<file path="config.mk">
export PLATFORM = sky130hd
export DESIGN_NAME = sc_obstacle_spawn
export DESIGN_NICKNAME = d
export VERILOG_FILES = /design/src/rtl/sc_obstacle_spawn_pkg.sv /design/src/rtl/sc_obstacle_spawn_rowgen.sv /design/src/rtl/sc_obstacle_spawn.sv
export SDC_FILE = /design/constraint.sdc
export NUM_CORES = 1
export LEC_CHECK = 0
export BUFFER_PORTS_ARGS = -buffer_cell sky130_fd_sc_hd__buf_4
export CORE_ASPECT_RATIO = 0.75
export CORE_MARGIN = 2
export CORE_UTILIZATION = 47
export CTS_CLUSTER_DIAMETER = 150
export CTS_CLUSTER_SIZE = 10
export DETAILED_ROUTE_END_ITERATION = 6
export GPL_ROUTABILITY_DRIVEN = 0
export HOLD_SLACK_MARGIN = 0.1
export PLACE_DENSITY_LB_ADDON = 0.2
export SKIP_LAST_GASP = 1
export SYNTH_ARGS = -nofsm -noshare
export SYNTH_HDL_FRONTEND = slang
export SYNTH_HIERARCHICAL = 1
export SYNTH_SLANG_ARGS = --single-unit
</file>
<file path="constraint.sdc">
create_clock -name SC_OBSTACLE_SPAWN_CLOCK_50 -period 1.3 [get_ports SC_OBSTACLE_SPAWN_CLOCK_50]
set_input_delay 0.39 -clock SC_OBSTACLE_SPAWN_CLOCK_50 [delete_from_list [all_inputs] [get_ports SC_OBSTACLE_SPAWN_CLOCK_50]]
set_output_delay 0.39 -clock SC_OBSTACLE_SPAWN_CLOCK_50 [all_outputs]
set_load 0.005 [all_outputs]
</file>
<file path="src/rtl/sc_obstacle_spawn_pkg.sv">
// Shared types and constants for the obstacle spawner.
// Score counter is built only when SC_OBSTACLE_SPAWN_SCORE_EN is defined.
package sc_obstacle_spawn_pkg;

  typedef enum logic [1:0] {
    ST_IDLE   = 2'b00,
    ST_RUN    = 2'b01,
    ST_FREEZE = 2'b10
  } state_t;

  localparam int LANES   = 4;
  localparam int SCORE_W = 8;

  function automatic logic [LANES-1:0] lane_onehot(input logic [1:0] sel);
    lane_onehot = '0;
    lane_onehot[sel] = 1'b1;
  endfunction

endpackage

</file>
<file path="src/rtl/sc_obstacle_spawn_rowgen.sv">
// Builds the next top row and next gap count from the random word.
// At most one lane is ever set; rnd[3:2]==0 means no spawn.
module sc_obstacle_spawn_rowgen
  import sc_obstacle_spawn_pkg::*;
#(
  parameter int OBS_MIN_GAP = 2,
  parameter int GW = 2
) (
  input  logic [3:0]       i_rnd,
  input  logic [GW-1:0]    i_gap,
  output logic [LANES-1:0] o_row,
  output logic [GW-1:0]    o_gap
);

  always_comb begin
    o_row = '0;
    o_gap = i_gap;
    if (i_gap < GW'(OBS_MIN_GAP)) begin
      o_gap = i_gap + GW'(1);
    end else if (i_rnd[3:2] != 2'b00) begin
      o_row = lane_onehot(i_rnd[1:0]);
      o_gap = '0;
    end else begin
      o_gap = GW'(OBS_MIN_GAP);
    end
  end

endmodule

</file>
<file path="src/rtl/sc_obstacle_spawn.sv">
// Scrolling obstacle field with IDLE/RUN/FREEZE control.
// Define SC_OBSTACLE_SPAWN_SCORE_EN to enable the passed-obstacle score.
module sc_obstacle_spawn
  import sc_obstacle_spawn_pkg::*;
#(
  parameter int OBS_ROWS    = 8,
  parameter int OBS_MIN_GAP = 2
) (
  input  logic                  SC_OBSTACLE_SPAWN_CLOCK_50,
  input  logic                  SC_OBSTACLE_SPAWN_RESET_InLow,
  input  logic [3:0]            SC_OBSTACLE_SPAWN_rnd_InBUS,
  input  logic                  SC_OBSTACLE_SPAWN_tick_InLow,
  input  logic                  SC_OBSTACLE_SPAWN_start_InLow,
  input  logic                  SC_OBSTACLE_SPAWN_crash_InLow,
  output logic [4*OBS_ROWS-1:0] SC_OBSTACLE_SPAWN_field_OutBUS,
  output logic                  SC_OBSTACLE_SPAWN_passed_OutLow,
  output logic                  SC_OBSTACLE_SPAWN_run_OutLow,
  output logic [SCORE_W-1:0]    SC_OBSTACLE_SPAWN_score_OutBUS
);

  localparam int GW0 = $clog2(OBS_MIN_GAP + 1);
  localparam int GW  = (GW0 < 1) ? 1 : GW0;
  localparam int FW  = 4 * OBS_ROWS;

  state_t          r_state;
  logic [FW-1:0]   r_field;
  logic [GW-1:0]   r_gap;
  logic            r_passed;
  logic            r_run;
  logic [LANES-1:0] w_row;
  logic [GW-1:0]   w_gap;
  logic            w_tick;
  logic            w_start;
  logic            w_crash;
  logic            w_bottom;

  assign w_tick   = ~SC_OBSTACLE_SPAWN_tick_InLow;
  assign w_start  = ~SC_OBSTACLE_SPAWN_start_InLow;
  assign w_crash  = ~SC_OBSTACLE_SPAWN_crash_InLow;
  assign w_bottom = |r_field[FW-1 -: 4];

  sc_obstacle_spawn_rowgen #(
    .OBS_MIN_GAP(OBS_MIN_GAP),
    .GW(GW)
  ) u_rowgen (
    .i_rnd(SC_OBSTACLE_SPAWN_rnd_InBUS),
    .i_gap(r_gap),
    .o_row(w_row),
    .o_gap(w_gap)
  );

  always_ff @(posedge SC_OBSTACLE_SPAWN_CLOCK_50 or
              negedge SC_OBSTACLE_SPAWN_RESET_InLow) begin
    if (!SC_OBSTACLE_SPAWN_RESET_InLow) begin
      r_state  <= ST_IDLE;
      r_field  <= '0;
      r_gap    <= '0;
      r_passed <= 1'b1;
      r_run    <= 1'b1;
    end else begin
      r_passed <= 1'b1;
      unique case (r_state)
        ST_IDLE: begin
          r_field <= '0;
          if (w_start) begin
            r_state <= ST_RUN;
            r_gap   <= '0;
            r_run   <= 1'b0;
          end
        end
        ST_RUN: begin
          // crash wins over a same-cycle tick
          if (w_crash) begin
            r_state <= ST_FREEZE;
            r_run   <= 1'b1;
          end else if (w_tick) begin
            r_field  <= {r_field[FW-5:0], w_row};
            r_gap    <= w_gap;
            r_passed <= ~w_bottom;
          end
        end
        ST_FREEZE: begin
          if (w_start) begin
            r_state <= ST_RUN;
            r_field <= '0;
            r_gap   <= '0;
            r_run   <= 1'b0;
          end
        end
        default: begin
          r_state <= ST_IDLE;
          r_field <= '0;
          r_run   <= 1'b1;
        end
      endcase
    end
  end

`ifdef SC_OBSTACLE_SPAWN_SCORE_EN
  logic [SCORE_W-1:0] r_score;

  always_ff @(posedge SC_OBSTACLE_SPAWN_CLOCK_50 or
              negedge SC_OBSTACLE_SPAWN_RESET_InLow) begin
    if (!SC_OBSTACLE_SPAWN_RESET_InLow) begin
      r_score <= '0;
    end else if (r_state != ST_RUN) begin
      if (w_start) r_score <= '0;
    end else if (!w_crash && w_tick && w_bottom) begin
      if (r_score != {SCORE_W{1'b1}}) r_score <= r_score + 1'b1;
    end
  end

  assign SC_OBSTACLE_SPAWN_score_OutBUS = r_score;
`else
  assign SC_OBSTACLE_SPAWN_score_OutBUS = '0;
`endif

  assign SC_OBSTACLE_SPAWN_field_OutBUS  = r_field;
  assign SC_OBSTACLE_SPAWN_passed_OutLow = r_passed;
  assign SC_OBSTACLE_SPAWN_run_OutLow    = r_run;

endmodule

</file>
==> results.md, run 1 <==
- Outcome: finished, violations left
- Failing checks: negative setup slack
- Max Freq: 0.754 GHz
- Maximum root-to-sink buffer count: 2
- Detailed Route WL: 3880 um
- Vias: 1,339
- Initial antenna violation count: 0
- FP Rows: 19
- R2R cell count: 5
- Vias in the first global route: 1,259
- Final Skew: 0.0101 ns
- Fraction of registers with async set/reset: 100%
- IO Port Bufs: 42
- CP Class: reg2reg
- Yosys cell types: 27
- Placed wire-length estimate: 2420 um
- Yosys reg bits: 38
- Worst setup SP type: register
- Setup tns final: -0.0657 ns
- First-pass GRT wire length: 6050 um
- CTS Buf Count: 5
- Clock transition at the registers of the reported paths: 0.08 ns
- Final setup vio count: 7
- Die Ht: 58.7 um
- Starting density of the core: 50.0%
- Remaining antenna violation count: 0
- Max-slew violations: 0
- Area Growth Syn to Fin: 32.1%
- Worst path buffer plus inverter count: 2
- Worst vdd ir: 0.00138 V
- Synth Cell Area: 0.00188 mm^2
- Synth Flop Type: dfrtp_1
- Clk sink count: 38
- Root Buffer: clkbuf_8
- Worst r2r src: r_state[0]
- Lkg Pwr: 1.30 nW
- Synth warn: 6
- WHS Endpoint: SC_OBSTACLE_SPAWN_field_OutBUS[0]
- Syn_area_per_cell: 10.5 um^2
- Critical path's slowest cell: dfrtp_1
- Crit-path cells: nor2b_4, a22oi_4, buf_12, clkbuf_16, mux2i_1
- Final period util: 102%
- First-iteration detailed-routing DRC count: 99
- Drc violations: 0
- Post-layout nets: 243
- Via density: 4.67
- CP Data Required Time: 1.51 ns
- Placed inst area: 0.00221 mm^2
- CTS tree: yes
- Pwr dens: 1730 mW/mm^2
- Design Area, Final: 0.00248 mm^2
- Worst path max stage delay: 0.41 ns
- Clock Latency Late Sink: 0.30 ns
- IO Count: 51
- Chip width: 77.0 um
- Maximum fanout along the worst path: 7
- Largest net degree at the start of global routing: 39
- Setup crit end kind: register
- Min-Delay Path Depth: 4
- RSZ-0062 raised after global routing: yes
- Tot GR Track Use: 17.3%
- Post-synth EDFFs: 0
- Final Hold Fails: 0
- Dpl ws: -0.165 ns
- Seq/Total Area, Yosys: 50.8%
- Layout cell share with drive strength beyond 1: 31.5%
- CORE AREA: 0.00376 mm^2
- DRT Pass-1 Iters: 4
- Cell count after synthesis: 179
- Final WS setup: -0.0265 ns
- R2r setup slk: -0.03 ns
- Final core occ: 66.1%
- Tmin final: 1.33 ns
- Reg2reg end: SC_OBSTACLE_SPAWN_field_OutBUS[29]
- Die area: 0.00452 mm^2
- Crit path max-delay family: flip-flops
- Wire length per cell: 13.5 um
- Fill cells: 325
- Max-cap violations: 0
- Htree depth: 2
- # diodes: 0
- Worst Path Arrival: 1.54 ns
- Total grt overflow: 0
- HP Start: SC_OBSTACLE_SPAWN_rnd_InBUS[1]
- Worst Hold Class: in2reg
- Hold Slack: 0.389 ns
-- power breakdown --
part,switching (W),internal [W]
Clock,0.000431,0.000819
Combinational,0.000774,0.000894
Sequential,0.0000930,0.00127
Total,0.00130,0.00298
-- cells by family (layout without fill, tap and decap cells) --
family | after synthesis | in the layout | share of synthesized area [%]
compound gates | 8 | 8 | 3.66
mux | 33 | 33 | 17.7
buf+inv | 48 | 97 | 14.4
simple gates | 51 | 51 | 13.3
flops | 38 | 38 | 50.8
other cells | 1 | 8 | 0.200
-- state kept, by name, indices dropped and copies added, names as in the netlist --
name / cells
r_gap: 2
SC_OBSTACLE_SPAWN_run_OutLow: 1
r_state: 2
SC_OBSTACLE_SPAWN_passed_OutLow: 1
SC_OBSTACLE_SPAWN_field_OutBUS: 32
-- layout by cell type, fill, tap and decap left out, drive strengths merged, types with 3 or more instances in the layout --
| cell type | count |
|---|---|
| buf | 53 |
| dfrtp | 36 |
| o21ai | 3 |
| nand2 | 39 |
| conb | 8 |
| mux2i | 32 |
| inv | 33 |
| clkbuf | 8 |
-- final cells by class --
class	count	area, um^2	share of cell area [%]
multi-input combinational	100	686	27.6
clock inverter	2	60.1	2.42
clock buffer	6	82.6	3.33
timing repair buffer	56	509	20.5
inverter	33	124	4.99
sequential	38	955	38.5
tap	52	65.1	2.62
-- worst min-delay path, delay by kind of cell --
kind          cells  cell delay (ns)
buf+inv           1             0.10
simple gates      2             0.10
mux               1             0.06
-- synthesized netlist by cell type, types with 2 or more instances --
master / instances / area share, %
buf_12: 3 / 3.2
buf_2: 3 / 0.80
buf_4: 8 / 3.2
dfrtp_1: 36 / 48
dfstp_2: 2 / 2.8
inv_1: 33 / 6.6
mux2i_1: 32 / 17
nand2_1: 39 / 7.8
nand2b_1: 2 / 0.67
nor2_1: 2 / 0.40
nor3b_2: 2 / 1.3
o211ai_1: 2 / 0.80
-- worst max-delay path by stage --
stage | slack (ns) | depth (start not counted) | start | endpoint
2_1_floorplan | -0.12 | 5 | r_state[0] | SC_OBSTACLE_SPAWN_field_OutBUS[0]
3_3_place_gp | -0.10 | 5 | SC_OBSTACLE_SPAWN_tick_InLow | SC_OBSTACLE_SPAWN_field_OutBUS[20]
3_5_place_dp | -0.16 | 5 | SC_OBSTACLE_SPAWN_tick_InLow | SC_OBSTACLE_SPAWN_field_OutBUS[19]
4_1_cts | -0.03 | 1 | SC_OBSTACLE_SPAWN_run_OutLow | SC_OBSTACLE_SPAWN_run_OutLow
5_1_grt | -0.07 | 5 | r_state[0] | SC_OBSTACLE_SPAWN_field_OutBUS[13]
6_report | -0.03 | 5 | r_state[0] | SC_OBSTACLE_SPAWN_field_OutBUS[29]
-- timing repair --
item,CTS,global route
pin swaps,0,1
gates resized for setup,4,3
endpoints found under the hold margin,36,0
cloned,0,3
setup endpoints to repair,33,30
buffers inserted,0,3
hold buffers,1,0
-- metal layers --
layer  global-route usage (%)  wire length, um
met2                     26.2             1800
met5                        0                0
met1                     23.9             1850
met3                     4.75              190
met4                     6.89               50
-- metrics by stage --
step / instances / power (W)
2_1_floorplan: 186 / 0.00249
3_5_place_dp: 272 / 0.00259
4_1_cts: 281 / 0.00386
6_report: 287 / 0.00428
3_3_place_gp: 272 / 0.00256
5_1_grt: 287 / 0.00447
Note: power is estimated with default switching activity, not from simulation.
==> run 2: changes to the inputs <==
--- a/config.mk
+++ b/config.mk
@@ -5,7 +5,7 @@
 export SDC_FILE = /design/constraint.sdc
 export NUM_CORES = 1
 export LEC_CHECK = 0
-export BUFFER_PORTS_ARGS = -buffer_cell sky130_fd_sc_hd__buf_4
+export BUFFER_PORTS_ARGS = -buffer_cell sky130_fd_sc_hd__buf_2
 export CORE_ASPECT_RATIO = 0.75
 export CORE_MARGIN = 2
 export CORE_UTILIZATION = 47
==> run 2 against run 1 <==
Net effect: the run still ends with negative setup slack left; largest power group unchanged; routed wire length shrank 10%; total power is 13% lower; first-iteration DRC count is 62% lower; highest routed layer unchanged.
==> results.md, run 2 (same netlist as run 1, synthesis figures left out) <==
- Worst path max stage delay: 0.54 ns (was 0.41 ns)
- Final period util: 101% (was 102%)
- CP Data Required Time: 0.91 ns (was 1.51 ns)
- Number of flip-flops in the largest register: 32 (unchanged)
- Layout cell share with drive strength beyond 1: 30.8% (was 31.5%)
- Setup tns final: -0.0262 ns (was -0.0657 ns)
- Sw frac: 33.2% (was 30.3%)
- Pwr dens: 1600 mW/mm^2 (was 1730 mW/mm^2)
- First-pass GRT wire length: 5310 um (was 6050 um)
- Final Skew: 0.00512 ns (was 0.0101 ns)
- CTS tree: yes (unchanged)
- Max-cap violations: 0 (unchanged)
- Failing checks: negative setup slack (unchanged)
- Crit path max-delay family: flip-flops (unchanged)
- Worst r2r src: r_state[0] (unchanged)
- R2r setup slk: -0.01 ns (was -0.03 ns)
- Initial antenna violation count: 0 (unchanged)
- Final setup vio count: 3 (was 7)
- Worst vdd ir: 0.00124 V (was 0.00138 V)
- CORE AREA: 0.00376 mm^2 (unchanged)
- Worst Hold Class: in2reg (unchanged)
- Drc violations: 0 (unchanged)
- Post-layout nets: 243 (unchanged)
- RSZ-0062 raised after global routing: yes (unchanged)
- Hold Slack: 0.405 ns (was 0.389 ns)
- Via density: 4.53 (was 4.67)
- Number of cells on the critical path: 1 (was 5)
- Dpl cells: 274 (was 272)
- Remaining antenna violation count: 0 (unchanged)
- Worst path buffer plus inverter count: 1 (was 2)
- Worst Path Arrival: 0.93 ns (was 1.54 ns)
- Share of total power in sequential cells: 36.2% (was 31.8%)
- CP endpoint: SC_OBSTACLE_SPAWN_run_OutLow (was SC_OBSTACLE_SPAWN_field_OutBUS[29])
- Combinational Power Share: 43.7% (was 39.0%)
- Internal power: 0.00248 W (was 0.00298 W)
- Crit-path cells: buf_2 (was nor2b_4, a22oi_4, buf_12, clkbuf_16, mux2i_1)
- IO Count: 51 (unchanged)
- Critical Path Start: SC_OBSTACLE_SPAWN_run_OutLow (was r_state[0])
- Detailed Route WL: 3480 um (was 3880 um)
- Tot GR Track Use: 15.1% (was 17.3%)
- IO Port Bufs: 42 (unchanged)
- Clock Power Share: 20.0% (was 29.2%)
- Largest net degree at the start of global routing: 34 (was 39)
- Total grt overflow: 0 (unchanged)
- Clk sink count: 38 (unchanged)
- FP Rows: 19 (unchanged)
- Starting density of the core: 50.0% (unchanged)
- DRT Pass-1 Iters: 4 (unchanged)
- R2R cell count: 5 (unchanged)
- Wire length per cell: 12.2 um (was 13.5 um)
- Most common cell after layout, fill and taps aside: buf_2 (was buf_4)
- P_sw: 0.00123 W (was 0.00130 W)
- Final Hold Fails: 0 (unchanged)
- # diodes: 0 (unchanged)
- Chip width: 77.0 um (unchanged)
- Tmin final: 1.32 ns (was 1.33 ns)
- Htree depth: 2 (unchanged)
- Design Power: 0.00371 W (was 0.00428 W)
- Max-slew violations: 0 (unchanged)
- Placed wire-length estimate: 2270 um (was 2420 um)
- CP Class: reg2out (was reg2reg)
- First-iteration detailed-routing DRC count: 38 (was 99)
- Fin cells: 286 (was 287)
- Lkg Pwr: 1.27 nW (was 1.30 nW)
- Vias in the first global route: 1,136 (was 1,259)
- Die Ht: 58.7 um (unchanged)
- Final WS setup: -0.0185 ns (was -0.0265 ns)
- Maximum root-to-sink buffer count: 2 (unchanged)
- Area Growth Syn to Fin: 23.7% (was 32.1%)
- Clock Latency Late Sink: 0.28 ns (was 0.30 ns)
- CTS Buf Count: 5 (unchanged)
- Dpl ws: -0.155 ns (was -0.165 ns)
- Maximum fanout along the worst path: 3 (was 7)
- Vias: 1,297 (was 1,339)
- Setup crit end kind: output pin (was register)
- Critical path's slowest cell: dfstp_2 (was dfrtp_1)
- Die area: 0.00452 mm^2 (unchanged)
- Worst setup SP type: register (unchanged)
- Fill cells: 339 (was 325)
- Outcome: finished, violations left (unchanged)
- Most frequent cells in the layout: buf_2, nand2_1, dfrtp_1 (was buf_4, nand2_1, dfrtp_1)
- Root Buffer: clkbuf_8 (unchanged)
- Reg2reg end: SC_OBSTACLE_SPAWN_field_OutBUS[8] (was SC_OBSTACLE_SPAWN_field_OutBUS[29])
- Clock transition at the registers of the reported paths: 0.07 ns (was 0.08 ns)
- Max Freq: 0.758 GHz (was 0.754 GHz)
==> run 2: cell count changes in the layout (fill, tap and decap cells not counted), sizes merged <==
| cell | delta |
|---|---|
| clkbuf | -1 |
| bufinv | -2 |
| clkinv | +2 |
==> run 2: what timing repair did <==
item,CTS,global route
endpoints found under the setup margin,5,34
resized for setup,0,5
cloned,0,3
pin swaps,0,1
endpoints found under the hold margin,8,0
buffers inserted,0,1
hold buffers,1,0
==> run 2: worst min-delay path by stage <==
stage,startpoint,to,cells after the start
final,SC_OBSTACLE_SPAWN_crash_InLow,r_state[1],3
after global routing,SC_OBSTACLE_SPAWN_crash_InLow,r_state[1],3
after CTS,SC_OBSTACLE_SPAWN_crash_InLow,r_state[1],3
after detailed placement,SC_OBSTACLE_SPAWN_RESET_InLow,SC_OBSTACLE_SPAWN_field_OutBUS[30],1
after global placement,SC_OBSTACLE_SPAWN_RESET_InLow,SC_OBSTACLE_SPAWN_field_OutBUS[30],1
after floorplan,SC_OBSTACLE_SPAWN_RESET_InLow,SC_OBSTACLE_SPAWN_field_OutBUS[0],0
==> run 2: metrics by stage <==
step / util [%] / instance area, um^2
2_1_floorplan: - / 1910
3_3_place_gp: 56.7 / 2130
3_5_place_dp: 56.7 / 2130
4_1_cts: 59.1 / 2220
5_1_grt: 61.8 / 2320
6_report: 61.8 / 2320
==> run 2: final cells by class <==
class                      count  area [um^2]  area share (%)
clock inverter                 2         10.0           0.431
sequential                    38          953            41.1
clock buffer                   5         68.8            2.96
multi-input combinational    100          686            29.5
inverter                      33          124            5.33
tap                           52         65.1            2.80
timing repair buffer          56          415            17.9
==> run 2: power by group through the flow <==
stage / sequential [W] / combinational (W) / clock, W
final: 0.00135 / 0.00162 / 0.000744
after global routing: 0.00136 / 0.00173 / 0.000838
after CTS: 0.00135 / 0.00123 / 0.000765
after detailed placement: 0.00137 / 0.00122 / 0
after global placement: 0.00136 / 0.00123 / 0
after floorplan: 0.00137 / 0.00112 / 0
==> run 2: routing by layer <==
metal / track usage [%] / up-vias / wire length [um]
met5: 0 / - / 0
met2: 22.3 / 33 / 1520
met4: 4.59 / 0 / 23
met3: 4.14 / 4 / 158
met1: 22.0 / 603 / 1780
li1: - / 657 / -
==> run 3: changes to the inputs <==
--- a/config.mk
+++ b/config.mk
@@ -8,7 +8,7 @@
 export BUFFER_PORTS_ARGS = -buffer_cell sky130_fd_sc_hd__buf_2
 export CORE_ASPECT_RATIO = 0.75
 export CORE_MARGIN = 2
-export CORE_UTILIZATION = 47
+export CORE_UTILIZATION = 56
 export CTS_CLUSTER_DIAMETER = 150
 export CTS_CLUSTER_SIZE = 10
 export DETAILED_ROUTE_END_ITERATION = 6
@@ -20,3 +20,4 @@
 export SYNTH_HDL_FRONTEND = slang
 export SYNTH_HIERARCHICAL = 1
 export SYNTH_SLANG_ARGS = --single-unit
+export TNS_END_PERCENT = 100
==> constraint.sdc (replaced) <==
create_clock -name SC_OBSTACLE_SPAWN_CLOCK_50 -period 1.7 [get_ports SC_OBSTACLE_SPAWN_CLOCK_50]
set_input_delay 0.51 -clock SC_OBSTACLE_SPAWN_CLOCK_50 [delete_from_list [all_inputs] [get_ports SC_OBSTACLE_SPAWN_CLOCK_50]]
set_output_delay 0.51 -clock SC_OBSTACLE_SPAWN_CLOCK_50 [all_outputs]
set_load 0.005 [all_outputs]
==> run 3 against run 2 <==
Net effect: the run now ends clean; global-route usage grew 4.7 points; via count shrank 1.6%; total power shrank 24%; first-iteration DRC count grew 140%; count of clock-buffer cells in the layout grew 1; worst hold slack lost 0.29 ns; sequential power shrank 22%; clock skew grew 0.0033 ns; register-to-register slack gained 0.25 ns; critical path type is now reg2reg; largest power group is now sequential cells; highest routed layer unchanged.
==> results.md, run 3 (same netlist as run 1, synthesis figures left out) <==
- FP Rows: 18 (was 19)
- Remaining antenna violation count: 0 (unchanged)
- CORE AREA: 0.00324 mm^2 (was 0.00376 mm^2)
- Lkg Pwr: 1.21 nW (was 1.27 nW)
- Tmin final: 1.46 ns
- Max-slew violations: 0 (unchanged)
- Pwr dens: 1280 mW/mm^2 (was 1600 mW/mm^2)
- Clock Latency Late Sink: 0.30 ns (was 0.28 ns)
- CP Data Required Time: 1.91 ns (was 0.91 ns)
- Met3 track utilization from global routing: 5.62% (was 4.14%)
- Die area: 0.00384 mm^2 (was 0.00452 mm^2)
- Htree depth: 2 (unchanged)
- Worst r2r src: r_state[0] (unchanged)
- R2r setup slk: 0.24 ns (was -0.01 ns)
- Vias in the first global route: 1,184 (was 1,136)
- Setup crit end kind: register (was output pin)
- RSZ-0062 raised after global routing: no (was yes)
- Worst path buffer plus inverter count: 1 (unchanged)
- Final core occ: 67.9% (was 61.8%)
- CTS Buf Count: 5 (unchanged)
- Tot GR Track Use: 19.8% (was 15.1%)
- Worst vdd ir: 0.00121 V (was 0.00124 V)
- Detailed Route WL: 3420 um (was 3480 um)
- Hold buffer count at cts: 0 (was 1)
- Initial antenna violation count: 0 (unchanged)
- # diodes: 0 (unchanged)
- Worst Hold Class: in2async (was in2reg)
- Maximum fanout along the worst path: 32 (was 3)
- Largest net degree at the start of global routing: 34 (unchanged)
- Chip width: 70.9 um (was 77.0 um)
- Design Power: 0.00283 W (was 0.00371 W)
- Most common cell after layout, fill and taps aside: buf_2 (unchanged)
- Vias: 1,276 (was 1,297)
- CP Class: reg2reg (was reg2out)
- Wire length per cell: 12.9 um (was 12.2 um)
- Die Ht: 54.2 um (was 58.7 um)
- Critical path's slowest cell: dfrtp_1 (was dfstp_2)
- Met2 usage: 30.8% (was 22.3%)
- Area Growth Syn to Fin: 17.3% (was 23.7%)
- Final period util: 85.7%
- Hold Slack: 0.118 ns (was 0.405 ns)
- Post-layout nets: 233 (was 243)
- Crit path max-delay family: flip-flops (unchanged)
- Maximum root-to-sink buffer count: 2 (unchanged)
- Clk sink count: 38 (unchanged)
- Final Skew: 0.00844 ns (was 0.00512 ns)
- Max Freq: 0.686 GHz
- First-iteration detailed-routing DRC count: 90 (was 38)
- DRT Pass-1 Iters: 5 (was 4)
- Drc violations: 0 (unchanged)
- Layout cell share with drive strength beyond 1: 28.4% (was 30.8%)
- GR Util met1: 25.4% (was 22.0%)
- Final Hold Fails: 0 (unchanged)
- IO Port Bufs: 42 (unchanged)
- Final setup vio count: 0 (was 3)
- GR peak layer: met2 (unchanged)
- First-pass GRT wire length: 5570 um (was 5310 um)
- Max-cap violations: 0 (unchanged)
- Total grt overflow: 0 (unchanged)
- Crit-path cells: nor2b_2, a22oi_4, buf_12, mux2i_1 (was buf_2)
- Root Buffer: clkbuf_8 (unchanged)
- Clock transition at the registers of the reported paths: 0.08 ns (was 0.07 ns)
- Critical Path Start: r_state[0] (was SC_OBSTACLE_SPAWN_run_OutLow)
- Number of flip-flops in the largest register: 32 (unchanged)
- Setup Fix Bufs, Post-CTS: 0 (unchanged)
- Placed wire-length estimate: 2350 um (was 2270 um)
- Via density: 4.82 (was 4.53)
- Post_cts resized: 0 (unchanged)
- Most frequent cells in the layout: buf_2, nand2_1, dfrtp_1 (unchanged)
- Worst path max stage delay: 0.45 ns (was 0.54 ns)
- Worst Path Arrival: 1.67 ns (was 0.93 ns)
- Starting density of the core: 57.9% (was 50.0%)
- Worst setup SP type: register (unchanged)
- CTS tree: yes (unchanged)
- Outcome: finished clean (was finished, violations left)
- IO Count: 51 (unchanged)
- Setup tns final: 0 ns (was -0.0262 ns)
run 3: changes by cell type in the layout (fill, tap and decap cells not counted), moves of 2 or more:
cell / delta
bufinv_16: +2
clkbuf_16: -2
buf_8: -2
buf_12: -2
buf_6: -2
buf_4: -2
clkinv_2: -2
run 3: final timing paths:
| check | to | cells after the start |
|---|---|---|
| worst max-delay path | SC_OBSTACLE_SPAWN_field_OutBUS[1] | 4 |
| max in group asynchronous | SC_OBSTACLE_SPAWN_field_OutBUS[15] | 2 |
| worst max register to register | SC_OBSTACLE_SPAWN_field_OutBUS[1] | 4 |
| min in group SC_OBSTACLE_SPAWN_CLOCK_50 | SC_OBSTACLE_SPAWN_run_OutLow | 3 |
| worst min-delay path | SC_OBSTACLE_SPAWN_field_OutBUS[28] | 1 |
| worst min register to register | SC_OBSTACLE_SPAWN_passed_OutLow | 1 |
run 3: report_power, final:
| group | total, W | switching (W) | internal [W] |
|---|---|---|---|
| sequential | 0.00105 | 0.0000764 | 0.000969 |
| combinational | 0.000829 | 0.000474 | 0.000356 |
| clock | 0.000951 | 0.000326 | 0.000626 |
| total | 0.00283 | 0.000876 | 0.00195 |
run 3: metrics by stage:
step	instances	setup slack [ns]	area, um^2
floorplan	186	0.269	1900
global placement	257	0.151	2060
detailed placement	257	0.0935	2060
CTS	265	0.231	2200
global route	265	0.150	2200
finish	265	0.243	2200
run 3: metal layers:
metal  share of wire, %  wire (um)  up-vias
li1                   -          -      624
met3                4.8        164        7
met2                 45       1550       35
met1                 48       1640      610
met4                2.0         67        0
met5                  0          0        -
run 3: cell type report:
| class | instances | area (um^2) |
|---|---|---|
| clock inverter | 2 | 60.1 |
| fill | 252 | 1040 |
| tap | 40 | 50.0 |
| sequential | 38 | 953 |
| clock buffer | 6 | 82.6 |
| multi-input combinational | 100 | 681 |
| timing repair buffer | 46 | 253 |
| inverter | 33 | 124 |
